$ cat config.mk
export PLATFORM = sky130hd
export DESIGN_NAME = ball_recv_controller
export DESIGN_NICKNAME = d
export VERILOG_FILES = /design/src/rtl/ball_recv_controller.sv
export SDC_FILE = /design/constraint.sdc
export NUM_CORES = 1
export LEC_CHECK = 0
export ABC_AREA = 1
export CORE_ASPECT_RATIO = 1.25
export CORE_MARGIN = 5
export CORE_UTILIZATION = 31
export CTS_CLUSTER_DIAMETER = 30
export CTS_CLUSTER_SIZE = 25
export DETAILED_ROUTE_END_ITERATION = 12
export SYNTH_ARGS = -nofsm -noshare
export SYNTH_HDL_FRONTEND = slang
export SYNTH_SLANG_ARGS = --single-unit
$ cat constraint.sdc
create_clock -name clk -period 3.5 [get_ports clk]
set_input_delay 0.525 -clock clk [delete_from_list [all_inputs] [get_ports clk]]
set_output_delay 0.525 -clock clk [all_outputs]
set_load 0.05 [all_outputs]
$ cat src/rtl/ball_recv_controller.sv
// Receive-side ball packet assembler: collects header, y low, vy and checksum
// bytes from the I2C slave, and publishes validated ball position/velocity.
module ball_recv_controller #(
  parameter int          TIMEOUT_CYCLES = 100000,
  parameter logic [5:0]  HEADER         = 6'b101101
) (
  input  logic       clk,
  input  logic       reset,
  input  logic       rx_valid,
  input  logic [7:0] rx_data,
  input  logic       bus_stop,
  output logic [9:0] o_ball_y,
  output logic [7:0] o_ball_vy,
  output logic       ball_recv_valid,
  output logic       frame_err,
  output logic       is_receiving
);

  localparam int TW = (TIMEOUT_CYCLES > 2) ? $clog2(TIMEOUT_CYCLES) : 1;
  // Abort fires on the edge where the gap timer would reach TIMEOUT_CYCLES-1.
  localparam logic [TW-1:0] EXPIRE = TW'(TIMEOUT_CYCLES - 2);

  typedef enum logic [1:0] {IDLE, GOT_HDR, GOT_YLO, GOT_VY} state_t;

  state_t        state, next_state;
  logic [TW-1:0] timer;
  logic [1:0]    y_hi;
  logic [7:0]    y_lo;
  logic [7:0]    vy_stage;
  logic [7:0]    csum;
  logic          err_d, ok_d, ld_hdr, ld_ylo, ld_vy;

  always_comb begin
    next_state = state;
    err_d      = 1'b0;
    ok_d       = 1'b0;
    ld_hdr     = 1'b0;
    ld_ylo     = 1'b0;
    ld_vy      = 1'b0;
    if (rx_valid) begin
      unique case (state)
        IDLE: begin
          if (rx_data[7:2] == HEADER) begin
            ld_hdr     = 1'b1;
            next_state = GOT_HDR;
          end else begin
            err_d = 1'b1;
          end
        end
        GOT_HDR: begin
          ld_ylo     = 1'b1;
          next_state = GOT_YLO;
        end
        GOT_YLO: begin
          ld_vy      = 1'b1;
          next_state = GOT_VY;
        end
        GOT_VY: begin
          ok_d       = (rx_data == csum);
          err_d      = (rx_data != csum);
          next_state = IDLE;
        end
        default: next_state = IDLE;
      endcase
    end
    // A byte that leaves the packet open can still be aborted by stop/timeout;
    // a byte that closes it has already produced its single strobe.
    if (next_state != IDLE && (bus_stop || (!rx_valid && timer == EXPIRE))) begin
      err_d      = 1'b1;
      next_state = IDLE;
    end
  end

  always_ff @(posedge clk or posedge reset) begin
    if (reset) begin
      state           <= IDLE;
      timer           <= '0;
      y_hi            <= '0;
      y_lo            <= '0;
      vy_stage        <= '0;
      csum            <= '0;
      o_ball_y        <= '0;
      o_ball_vy       <= '0;
      ball_recv_valid <= 1'b0;
      frame_err       <= 1'b0;
      is_receiving    <= 1'b0;
    end else begin
      state           <= next_state;
      timer           <= (next_state == IDLE || rx_valid) ? '0 : timer + 1'b1;
      ball_recv_valid <= ok_d;
      frame_err       <= err_d;
      is_receiving    <= (next_state != IDLE);
      if (ld_hdr) begin
        y_hi <= rx_data[1:0];
        csum <= rx_data;
      end
      if (ld_ylo) begin
        y_lo <= rx_data;
        csum <= csum ^ rx_data;
      end
      if (ld_vy) begin
        vy_stage <= rx_data;
        csum     <= csum ^ rx_data;
      end
      if (ok_d) begin
        o_ball_y  <= {y_hi, y_lo};
        o_ball_vy <= vy_stage;
      end
    end
  end

endmodule

==> metrics.md <==
| Metric | Value |
|---|---|
| Status | `completed` |
| DRC | `0` |
| Post-synth top area cell | `dfrtp_1` |
| Max cap viols | `0` |
| Cell type of the slowest stage on the worst timing path | `clkdlybuf4s50_1` |
| Antenna viol nets, final | `0` |
| Leak | `0.001870 µW` |
| H-tree levels | `3` |
| Post-synth top cells | `nand2_1 (119), dfrtp_1 (66), inv_1 (30), o21ai_0 (30), nor2_1 (26)` |
| Required time of the critical path | `~3800 ps` |
| First-pass GRT wire length | `~11000 µm` |
| TritonCTS clock tree | `done` |
| Seq/Total Area, Yosys | `52.46%` |
| Slowest stage delay, CP | `720 ps` |
| Pin count of the biggest net entering global routing | `36` |
| DIE WIDTH | `100.1 µm` |
| Final setup fails | `0` |
| Final Critical Period | `2099 ps` |
| Worst EP arrival | `2360 ps` |
| Comb power frac | `14.0%` |
| Hold/Removal Path Class | `register to register` |
| Main synth FF type | `dfrtp_1` |
| Post-synth top area share | `52.46%` |
| Syn_nets | `387` |
| RSZ-0062 raised after global routing | `no` |
| Worst IR Drop VDD | `279.5 µV` |
| Cell Area, Synth | `roughly 3100 µm²` |
| Die height | `122.7 µm` |
| Switching power | `564.1 µW` |
| FFs w/ async S/R, synth | `100.0%` |
| Postcts setup bufs | `0` |
| # IOs | `33` |
| Max-slew headroom | `53.01%` |
| TritonRoute pass-1 iters | `4` |
| Synth unique cells | `28` |
| Iter 0 DRT Violations | `45` |
| Synth top area cells | `dfrtp_1 (52%), nand2_1 (14%), o21ai_0 (4.8%)` |
| Post-synth EDFFs | `0` |
| Met2 Usage GRT | `between 10% and 20%` |
| Sw Ratio | `a little over a quarter` |
| Antenna violations before repair | `0` |
| Syn Inst Count | `roughly 370` |
| Root Driver | `clkbuf_16` |
| CP startpoint kind | `input port` |
| Remaining global-route overflow | `0` |
| GPL Wtd Cong | `0.7702` |
| Cell mode on critical path | `nand2_1` |
| Clock Power Share | `41.1%` |
| Slew @ Worst Pin | `between 700 and 800 ps` |
| CP Buf/Inv Count | `1` |
| Most common cell in the netlist | `nand2_1` |
| Post-DP HPWL | `approximately 4600 µm` |
| Ys Warns | `0` |
| Post-CTS Resized | `0` |
| Hold Vio Cnt, Final | `0` |
| GR Layer Usage met3 | `under 10%` |
| Met1 GRT Util | `between 10% and 20%` |
| Final Net Count | `about 430` |
| Tot GR Track Use | `10.99%` |
| Crit Path Class | `input port to register` |
| Final WL | `roughly 6300 µm` |
| Cell family with most CP delay | `simple AND/OR/NAND/NOR gates` |
| Max Clk Rate | `0.4763 GHz` |
| Initial core utilization | `around a third` |
| Int Pwr | `about 1600 µW` |
| Most Crowded Layer GR | `met2` |
| CP max FO | `19` |
| Vias in the first global route | `about 2300` |
| Die Area | `12280 µm²` |
| Layout cells sized above 1 | `12.68%` |
| Worst skew pair latency | `~320 ps` |
| WL/cell | `11.60 µm` |
| Pwr Density | `548.1 nW/µm²` |
| CTS Hold Buffers Added | `0` |
| Hold slack | `452.9 ps` |
| Final period util | `59.98%` |
| Area grow syn2layout | `23.13%` |
| Row count | `between 40 and 50` |
| CTS Sinks | `between 60 and 70` |
| Flop pwr share | `44.9%` |
| CTS Buf Count | `9` |
| DR vias/cell | `roughly 4.4` |
| Layout fillers | `1024` |
| #FFs+latches synth | `66` |
| Clock slew at reported path FFs | `50 ps` |
| Crit path cell chain | `clkdlybuf4s50_1, nand2_1, nor2_8, nand2_1, nand2_1` |
| Vias | `2373` |
| Slew Limit Fails | `0` |
| Buffers added on ports | `32` |
| Post-Syn Area per Cell | `8.554 µm²` |
| Final Skew | `a little under 4 ps` |
| Core area | `10000 µm²` |
| Longest Clk Path Bufs | `2` |
| Number of diodes | `0` |
| Total negative slack | `0 ps` |
| Critical Path End Type | `register` |
stage by stage:
step                      util [%]  total power, µW  setup WS (ps)  instances  area [µm²]
after floorplan                  -             1178           1320        368        3148
after global placement       35.81             1253           1145        524        3582
after detailed placement     35.81             1266           1079        524        3582
after CTS                    38.75             2145           1396        539        3876
after global routing         38.75             2244           1209        539        3876
final                        38.75             2125           1401        539        3876
layout make-up:
| cell class | instances | area (µm²) | share of cell area, % |
|---|---|---|---|
| flip-flops and latches | 66 | 1652 | 42.61 |
| multi-input cells | 255 | 1276 | 32.92 |
| repair buffers | 36 | 350.3 | 9.038 |
| clock buffers | 10 | 239.0 | 6.165 |
| well taps | 129 | 161.4 | 4.164 |
| inverters | 38 | 142.6 | 3.680 |
| clock inverters | 5 | 55.05 | 1.420 |
state kept, by name, indices dropped and copies added (netlist names):
name	count
timer	17
o_ball_y	10
csum	8
o_ball_vy	8
vy_stage	8
y_lo	8
state	2
y_hi	2
ball_recv_valid	1
frame_err	1
is_receiving	1
layer usage:
layer	wire (µm)	part of all wire [%]
met1	2819	45
met2	3037	49
met3	256	4.1
met4	140	2.2
met5	0	0
worst paths after layout:
check,cells past startpoint,slack [ps],endpoint,start
hold reg to reg,1,450,timer[0],timer[0]
setup reg to reg,9,1620,csum[4],state[0]
max in group asynchronous,3,2320,o_ball_y[5],reset
hold / removal,1,450,timer[0],timer[0]
setup / recovery,5,1400,o_ball_y[5],rx_valid
min in group asynchronous,2,470,timer[3],reset
cell families after synthesis:
group | count (synthesis) | share of synthesized area, %
AND/OR/NAND/NOR | 185 | 25.60
adder cells (fa/ha/maj) | 7 | 2.782
XOR/XNOR | 15 | 4.173
flip-flops | 66 | 52.46
AO/OA/AOI/OAI | 48 | 7.989
buffers and inverters | 47 | 6.995
cells in the final DEF (no fill, tap or decap), types with 7 or more instances in the layout:
cell,n
nand2_1,119
dfrtp_1,66
clkdlybuf4s50_1,32
o21ai_0,30
inv_1,29
nor2_1,26
nor2_2,16
nand3_1,11
xor2_1,11
o21ai_1,10
inv_2,9
clkbuf_16,9
ha_1,7
power groups by stage:
stage	logic [µW]	clock network, µW	registers [µW]
floorplan	216	0	961
global placement	292	0	961
detailed placement	300	0	966
CTS	302	889	954
global route	346	931	967
finish	297	874	954
Note: power is estimated with default switching activity, not from simulation.
